$ cat config.mk
export PLATFORM = sky130hd
export DESIGN_NAME = result_tx
export DESIGN_NICKNAME = d
export VERILOG_FILES = /design/src/rtl/ssl_pkg.sv /design/src/rtl/uart_tx_byte.sv /design/src/rtl/result_tx.sv
export SDC_FILE = /design/constraint.sdc
export NUM_CORES = 1
export LEC_CHECK = 0
export CELL_PAD_IN_SITES_DETAIL_PLACEMENT = 2
export CELL_PAD_IN_SITES_GLOBAL_PLACEMENT = 2
export CORE_AREA = 3 3 105 107
export DETAILED_ROUTE_END_ITERATION = 8
export DIE_AREA = 0 0 108 110
export GPL_TIMING_DRIVEN = 0
export PLACE_DENSITY_LB_ADDON = 0.1
export SLEW_MARGIN = 20
export SYNTH_ARGS = -nofsm -noshare
export SYNTH_HDL_FRONTEND = slang
export SYNTH_SLANG_ARGS = --single-unit
$ cat constraint.sdc
create_clock -name clk -period 1.72 [get_ports clk]
set_clock_uncertainty 0.15 [all_clocks]
set_input_delay 0.258 -clock clk [delete_from_list [all_inputs] [get_ports clk]]
set_output_delay 0.258 -clock clk [all_outputs]
set_load 0.1 [all_outputs]
$ cat src/rtl/ssl_pkg.sv
// ssl_pkg: shared constants, state type and checksum helper for the SSL result path (TX_PARITY_EN adds the PARITY state)
package ssl_pkg;

    localparam logic [7:0] SOF_DEF     = 8'hA5;
    localparam int         FRAME_BYTES = 5;

    typedef enum logic [2:0] {
        IDLE,
        START,
        DATA,
`ifdef TX_PARITY_EN
        PARITY,
`endif
        STOP
    } tx_state_t;

    // XOR of every byte in the list that precedes the checksum
    function automatic logic [7:0] chk8(input logic [8*(FRAME_BYTES-1)-1:0] bytes);
        chk8 = '0;
        for (int i = 0; i < FRAME_BYTES - 1; i++) chk8 ^= bytes[8*i +: 8];
    endfunction

endpackage

$ cat src/rtl/uart_tx_byte.sv
// uart_tx_byte: LSB-first UART byte serializer with load/ready handshake; 8E1 when TX_PARITY_EN is defined, else 8N1
module uart_tx_byte import ssl_pkg::*; #(
    parameter int BAUD_DIV = 104
) (
    input  logic       clk,
    input  logic       rst,
    input  logic       ena,
    input  logic       load,
    input  logic [7:0] data,
    output logic       txd,
    output logic       ready
);

    localparam int            CW   = $clog2(BAUD_DIV);
    localparam logic [CW-1:0] CMAX = CW'(BAUD_DIV - 1);

    tx_state_t     state;
    logic [CW-1:0] cnt;
    logic [2:0]    bitn;
    logic [7:0]    sh;
    logic          bit_end;
`ifdef TX_PARITY_EN
    logic          par;
`endif

    assign bit_end = cnt == CMAX;
    // ready on the last stop cycle lets the next start bit follow with no gap
    assign ready   = state == IDLE || (state == STOP && bit_end);

    // one bit period per BAUD_DIV enabled cycles; txd is registered and set to the next bit on each boundary
    always_ff @(posedge clk or negedge rst) begin
        if (!rst) begin
            state <= IDLE;
            cnt   <= '0;
            bitn  <= '0;
            sh    <= '0;
            txd   <= 1'b1;
`ifdef TX_PARITY_EN
            par   <= 1'b0;
`endif
        end else if (ena) begin
            if (load && ready) begin
                state <= START;
                cnt   <= '0;
                bitn  <= '0;
                sh    <= data;
                txd   <= 1'b0;
`ifdef TX_PARITY_EN
                par   <= ^data;
`endif
            end else if (state != IDLE) begin
                cnt <= bit_end ? '0 : cnt + 1'b1;
                if (bit_end) begin
                    case (state)
                        START: begin
                            state <= DATA;
                            txd   <= sh[0];
                        end
                        DATA: begin
                            sh   <= sh >> 1;
                            bitn <= bitn + 1'b1;
                            if (bitn == 3'd7) begin
`ifdef TX_PARITY_EN
                                state <= PARITY;
                                txd   <= par;
`else
                                state <= STOP;
                                txd   <= 1'b1;
`endif
                            end else begin
                                txd <= sh[1];
                            end
                        end
`ifdef TX_PARITY_EN
                        PARITY: begin
                            state <= STOP;
                            txd   <= 1'b1;
                        end
`endif
                        default: begin
                            state <= IDLE;
                            txd   <= 1'b1;
                        end
                    endcase
                end
            end
        end
    end

endmodule

$ cat src/rtl/result_tx.sv
// result_tx: frames each (A,B,C) result set as SOF,A,B,C,checksum and sends it over UART; define TX_PARITY_EN for 8E1
module result_tx import ssl_pkg::*; #(
    parameter  int         NDATA     = 128,
    parameter  int         BAUD_DIV  = 104,
    parameter  logic [7:0] SOF       = SOF_DEF,
    localparam int         NDATA_LOG = $clog2(NDATA)
) (
    input  logic                 clk,
    input  logic                 rst,
    input  logic                 ena,
    input  logic                 vld,
    input  logic [NDATA_LOG-1:0] din_a,
    input  logic [NDATA_LOG-1:0] din_b,
    input  logic [NDATA_LOG-1:0] din_c,
    output logic                 txd,
    output logic                 busy,
    output logic [7:0]           drop_cnt
);

    if (NDATA_LOG > 8) begin : g_ndata_chk
        $error("result_tx: NDATA_LOG must not exceed 8");
    end
    if (BAUD_DIV < 2) begin : g_baud_chk
        $error("result_tx: BAUD_DIV must be at least 2");
    end

    logic [7:0]                     a8, b8, c8, tx_byte;
    logic [8*(FRAME_BYTES-1)-1:0]   frame;
    logic [2:0]                     rem;
    logic                           ser_ready, load;

    assign a8      = 8'(din_a);
    assign b8      = 8'(din_b);
    assign c8      = 8'(din_c);
    // SOF goes straight out on accept; the remaining bytes shift out of the latched frame
    assign load    = busy ? ser_ready && rem != '0 : vld;
    assign tx_byte = busy ? frame[7:0] : SOF;

    uart_tx_byte #(.BAUD_DIV(BAUD_DIV)) u_ser (
        .clk   (clk),
        .rst   (rst),
        .ena   (ena),
        .load  (load),
        .data  (tx_byte),
        .txd   (txd),
        .ready (ser_ready)
    );

    // frame sequencer: latch the result set, feed one byte per serializer handshake, count sets arriving while busy
    always_ff @(posedge clk or negedge rst) begin
        if (!rst) begin
            busy     <= 1'b0;
            rem      <= '0;
            frame    <= '0;
            drop_cnt <= '0;
        end else if (ena) begin
            if (!busy && vld) begin
                busy  <= 1'b1;
                rem   <= 3'(FRAME_BYTES - 1);
                frame <= {chk8({c8, b8, a8, SOF}), c8, b8, a8};
            end else if (busy && ser_ready) begin
                if (rem != '0) begin
                    rem   <= rem - 1'b1;
                    frame <= frame >> 8;
                end else begin
                    busy <= 1'b0;
                end
            end
            if (busy && vld && drop_cnt != 8'hFF) drop_cnt <= drop_cnt + 1'b1;
        end
    end

endmodule

Word-level counts from Yosys, hierarchy flattened. Index checks and enable logic that the tools add are counted.

Memories: 0. Output and inout bits: 10. Word-level logic and storage cells: 80. ROM bits: 0. Bits in registers: 66. Bits in writable memories: 0. Bits of input ports: 25. Bits in latches: 0.

Eq/ne operators: 8. Shift-type cells: 0. Multiplexer cells: 32. Reductions and logical operators: 24. Bitwise operators: 3. Add/sub/neg operators: 4. Divide/modulo/power cells: 0. Multiply operators: 0. $lt $le $gt $ge: 0.

Operators by type and width (count): two-way mux 32 bit (3); two-way mux 8 bit (5); two-way mux 3 bit (11); two-way mux 7 bit (3); bitwise XOR 8 x 7 -> 8 bit (2); nonzero test 2 bit (5); AND reduction 3 bit (3); adder 8 x 1 -> 8 bit, second input constant (1); two-way mux 1 bit (8); != test 8 bit, second input constant (1); AND reduction 4 bit (2); adder 7 x 1 -> 7 bit, second input constant (1); == test 7 bit, second input constant (1); logical AND 1 bit (7); == test 3 x 2 -> 1 bit, second input constant (2); one-hot mux 3 bit (2 select lines) (1); nonzero test 3 bit (2); inverter 3 -> 4 bit (1); AND reduction 2 bit (2); adder 3 x 1 -> 3 bit, second input constant (1); == test 3 x 1 -> 1 bit, second input constant (1); == test 3 bit, second input constant (1); zero test 3 bit (1); != test 3 x 1 -> 1 bit, second input constant (1); other kinds (5) (5).

Logic depth before layout (Yosys ltp).
Depth in word-level cells: 8. Gate-level depth with buffers: 9. Gate-level depth less buffers: 7.

Cells and area by module. From an unflattened synthesis, not the netlist that was laid out.

Cells, all modules: 312. Area, all modules: 3438.3 sq um.

By module, submodules not included: result_tx (times used 1, cells an instance 206, area each 2240.9 sq um, seq. area each 1101.1 sq um); uart_tx_byte (times used 1, cells an instance 106, area each 1197.4 sq um, seq. area each 526.8 sq um).

Worst setup path after synthesis. No wires, ideal clock.

Path type: register -> register. From: reg busy. To: reg frame[27]. Arrival: 2.133 ns. Cell stages (with the launch flop): 8. Required time: 1.449 ns. Buffers on the path: 3. Path slack: -0.684 ns. Clock period less this slack: 2.404 ns. Cells stage by stage: dfrtp_1 -> buf_4 -> nor2_1 -> nand3b_1 -> a21o_1 -> buf_2 -> buf_6 -> a22o_1.

Longest elaborated chain between the ends: 4. Elaborated cells on any way between the ends: 7. Classes of those cells: 1 x mux; 6 x reduce/logical.

Ends and longest elaborated chain: start, declared (RTL line result_tx.sv:16) `output logic busy,`; start signal, assigned (RTL line result_tx.sv:52) `busy <= 1'b0;`; start signal, assigned (RTL line result_tx.sv:58) `busy <= 1'b1;`; start signal, assigned (RTL line result_tx.sv:66) `busy <= 1'b0;`; zero test 1 bit (RTL line result_tx.sv:57) `if (!busy && vld) begin`; logical AND 1 bit (RTL line result_tx.sv:57); nonzero test 2 bit (no source line); AND reduction 3 bit (no source line); end signal, assigned (RTL line result_tx.sv:60) `frame <= {chk8({c8, b8, a8, SOF}), c8, b8, a8};`; end signal, assigned (RTL line result_tx.sv:64) `frame <= frame >> 8;`; end, declared (RTL line result_tx.sv:28) `logic [8*(FRAME_BYTES-1)-1:0] frame;`.

Several ways; a longest one is shown, not always the timed one. A chain may end at the register's enable or synchronous reset.

Final worst setup path.
From: reg u_ser.cnt[1]. To: reg u_ser.state[1].

Longest elaborated chain between the ends: 8. Elaborated cells on any way between the ends: 11. Classes of those cells: 2 x eq/ne; 2 x mux; 7 x reduce/logical.

Ends and longest elaborated chain: start, declared (RTL line uart_tx_byte.sv:18) `logic [CW-1:0] cnt;`; start signal, assigned (RTL line uart_tx_byte.sv:52) `cnt <= bit_end ? '0 : cnt + 1'b1;`; == test 7 bit * (RTL line uart_tx_byte.sv:26) `assign bit_end = cnt == CMAX;`; logical AND 1 bit (RTL line uart_tx_byte.sv:28) `assign ready = state == IDLE || (state == STOP && bit_end);`; logical OR 1 bit (RTL line uart_tx_byte.sv:28); logical AND 1 bit (RTL line result_tx.sv:36) `assign load = busy ? ser_ready && rem != '0 : vld;`; two-way mux 1 bit (RTL line result_tx.sv:36); logical AND 1 bit (RTL line uart_tx_byte.sv:42) `if (load && ready) begin`; != test 3 x 1 -> 1 bit (no source line) or nonzero test 2 bit (tied branches); AND reduction 4 bit (no source line); end signal, assigned (RTL line uart_tx_byte.sv:43) `state <= START;`; end signal, assigned (RTL line uart_tx_byte.sv:56) `state <= DATA;`; end signal, assigned (RTL line uart_tx_byte.sv:67) `state <= STOP;`; end, declared (RTL line uart_tx_byte.sv:17) `tx_state_t state;`.

Every way passes the cells marked *; elsewhere a longest branch is shown, timed or not.

==> results.md <==
* Worst vdd ir at 548 µV
* Vias/cell at 5.02
* Final-layout worst hold slack at 191 ps
* LEAKAGE at approximately 2.2 nW
* Kind of end point of the critical path: register
* Height of the die at 110 µm
* Initial core utilization at about a third
* Floorplan row count at 37
* Largest fanout on the critical path at 5
* End point of the critical path: u_ser.state[1]
* Hold violation count in the final report at 0
* Flop-to-flop setup slack at -390 ps
* Dpl hpwl at 6170 µm
* Number of synthesized flops with an enable pin at 0
* Overall die width at 108 µm
* First drt pass iteration count at 4
* Count of mapped cells out of synthesis at 322
* Data arrival at the endpoint of the critical path at 2200 ps
* Mean cell area of the mapped netlist at slightly above 10 µm²
* Number of antenna violations at the first check in global routing at 0
* Number of max-cap violations at 0
* Path type of the worst setup path: register to register
* Total clock buffers created by CTS at 9
* Count of cells along the worst register-to-register path at 7
* Number of top-level design ports at 35
* Filler cell count at 1052
* Launch point of the worst reg-to-reg path: u_ser.cnt[1]
* Area share of the leading cell type in the synthesized netlist at about half
* Clock tree from TritonCTS: yes
* Fin nets at 447
* Run status: finished with violations
* Number of global-route vias before repair at 2974
* Clock edge transition at the registers on the reported setup and hold paths at 80 ps
* Register area share after synthesis at 48.9%
* Area taken by flip-flops and latches at about 0.0017 mm²
* Power density over the cells at 1470 mW/mm²
* Total negative setup slack at -16260 ps
* Post-route DRC at 0
* Buffer type at the clock tree root: sky130_fd_sc_hd__clkbuf_8
* Worst-case setup slack after placement at -578 ps
* Number of H-tree levels at 3
* Slew headroom at 55.2%
* Commonest non-fill, non-tap cells in the layout: sky130_fd_sc_hd__dfrtp_1, sky130_fd_sc_hd__nand2_1, sky130_fd_sc_hd__buf_4
* Top post-synthesis cells by area: sky130_fd_sc_hd__dfrtp_1, sky130_fd_sc_hd__mux2i_1, sky130_fd_sc_hd__nand2_1
* Part of the cycle the worst path needs at 123%
* Synth Cell Area at 0.00333 mm²
* Pin count of the biggest net entering global routing at between 40 and 50
* Min-delay worst type: input pin to asynchronous set/reset pin
* Endpoint of the worst register-to-register path: u_ser.state[1]
* Net count after synthesis at 357
* Seq cells post-synth at 65
* Setup crit start kind: register
* Highest achievable clock rate at approximately 0.47 GHz
* Number of buffers on the longest clock path at 2
* Number of warnings issued by yosys at 0
* Worst setup path start: u_ser.cnt[1]
* Slew @ Worst Pin at 672 ps
* Final setup fails at 58
* Distinct cell type count of the synthesized netlist at 49
* Smallest setup slack after layout at -394 ps
* Area growth from synthesis to layout at 45.9%
* Critical path required time at about 1800 ps
* Time the final worst path needs with I/O delays and setup at 2110 ps
* Sink Count at 65
* Global-route wire length before repair at 15600 µm
* Overall global routing resource usage at 17.1%
* Initial detailed-routing violation count at 72
* Number of nets still failing antenna checks after routing at 0
* Antenna cells at 0
* Die ar. at about 0.012 mm²
* Cell taking the most area after synthesis: sky130_fd_sc_hd__dfrtp_1
* Number of max-slew violations in the final report at 0
* Number of input and output port buffers inserted at 33
* Failing checks: setup timing
* DR WL/cell at 19.3 µm
* Most common cell after layout, fill and taps aside: sky130_fd_sc_hd__dfrtp_1
* Total global routing overflow at 0
* Area of the multi-input gates at 0.00190 mm²
* Top flip-flop cell by instance count after synthesis: sky130_fd_sc_hd__dfrtp_1
* Insertion delay to the later sink of the worst-skew pair at 350 ps
* Fraction of registers with async set or reset after synthesis at between 90% and 100%
* Core region area at 0.0102 mm²
* Fraction of final layout cells sized beyond drive strength 1 at 38.2%
* Pwr Total at 0.00714 W
* Vias after detailed routing at 2770
* Final weighted congestion of routability-driven global placement at 0.731
* Final Routed Wirelength at about 11000 µm
* Setup repair after global routing missed its margin: true
## kinds of logic (layout without fill, tap and decap cells)
kind of cell | after synthesis | in the layout | share of synthesized area [%]
buffers and inverters | 28 | 121 | 3.98
AOI/OAI and AO/OA | 67 | 68 | 15.0
and+or+nand+nor | 106 | 106 | 15.4
adders and majority gates | 10 | 10 | 3.76
muxes | 22 | 22 | 6.65
xor gates and xnor gates | 24 | 24 | 6.32
DFF | 65 | 65 | 48.9
## how the worst min path moves through the flow
stage               startpoint     endpoint  slack [ps]  cells past startpoint
detailed placement         rst  drop_cnt[5]          10                      1
CTS                        rst  drop_cnt[5]         170                      2
floorplan                  rst  drop_cnt[2]        -190                      0
global route               rst  drop_cnt[5]         210                      2
finish                     rst  drop_cnt[5]         190                      2
global placement     u_ser.txd    u_ser.txd         300                      2
## report_power, final
group          switching [W]  internal, W
combinational        0.00182      0.00144
clock               0.000631     0.000696
sequential          0.000477      0.00208
## critical path, stage by stage (launching register included)
cell                      delay [ps]
sky130_fd_sc_hd__dfrtp_1         440
sky130_fd_sc_hd__ha_4            170
sky130_fd_sc_hd__and3_4          230
sky130_fd_sc_hd__a41oi_4         160
sky130_fd_sc_hd__nor3_4          360
sky130_fd_sc_hd__buf_6           200
sky130_fd_sc_hd__o21ai_2          50
sky130_fd_sc_hd__a32o_1          220
## synthesized netlist by cell type, types with 6 or more instances
| library cell | n |
|---|---|
| sky130_fd_sc_hd__dfrtp_1 | 64 |
| sky130_fd_sc_hd__nand2_1 | 46 |
| sky130_fd_sc_hd__o21ai_1 | 25 |
| sky130_fd_sc_hd__mux2i_1 | 21 |
| sky130_fd_sc_hd__xnor2_1 | 15 |
| sky130_fd_sc_hd__nand3_1 | 14 |
| sky130_fd_sc_hd__nor2_1 | 14 |
| sky130_fd_sc_hd__inv_1 | 12 |
| sky130_fd_sc_hd__ha_1 | 10 |
| sky130_fd_sc_hd__a22o_1 | 9 |
| sky130_fd_sc_hd__xor2_1 | 9 |
| sky130_fd_sc_hd__buf_2 | 7 |
| sky130_fd_sc_hd__nand2b_1 | 6 |
| sky130_fd_sc_hd__nor3_1 | 6 |
## cell type report
type	instances	area share (%)
Clock inverter	4	0.928
Tap cell	136	3.50
Multi-Input combinational cell	230	39.0
Clock buffer	11	2.91
Buffer	15	3.56
Sequential cell	65	34.1
Timing Repair Buffer	79	15.0
Inverter	12	0.928
## layer usage
| metal | track usage [%] | vias to the layer above | share of wire, % |
|---|---|---|---|
| met4 | 6.22 | 0 | 1.5 |
| met2 | 31.1 | 31 | 54 |
| met3 | 2.45 | 12 | 2.1 |
| met1 | 20.7 | 1415 | 42 |
| li1 | - | 1312 | - |
| met5 | 0 | - | 0 |
## stage by stage
step | instance area [µm²] | util [%] | cells
final | 4860 | 47.5 | 552
after global routing | 4860 | 47.5 | 552
after CTS | 4510 | 44.1 | 533
after detailed placement | 3970 | 38.8 | 492
after global placement | 3950 | 38.6 | 491
after floorplan | 3450 | - | 322
## registers in the layout, indices dropped and copies added (netlist names)
| signal | cells |
|---|---|
| u_ser.txd | 1 |
| u_ser.sh | 8 |
| u_ser.bitn | 3 |
| busy | 1 |
| rem | 3 |
| drop_cnt | 8 |
| u_ser.state | 2 |
| frame | 32 |
| u_ser.cnt | 7 |
## what timing repair did
action                                  CTS  global route
hold endpoints to repair                 65             0
gates resized for setup                  94            54
pin swaps                                 8            20
hold buffers                              1             0
endpoints found under the setup margin   67            63
setup buffers                            23            20
cloned                                    2             1
Power figures use the tool's default switching activity.
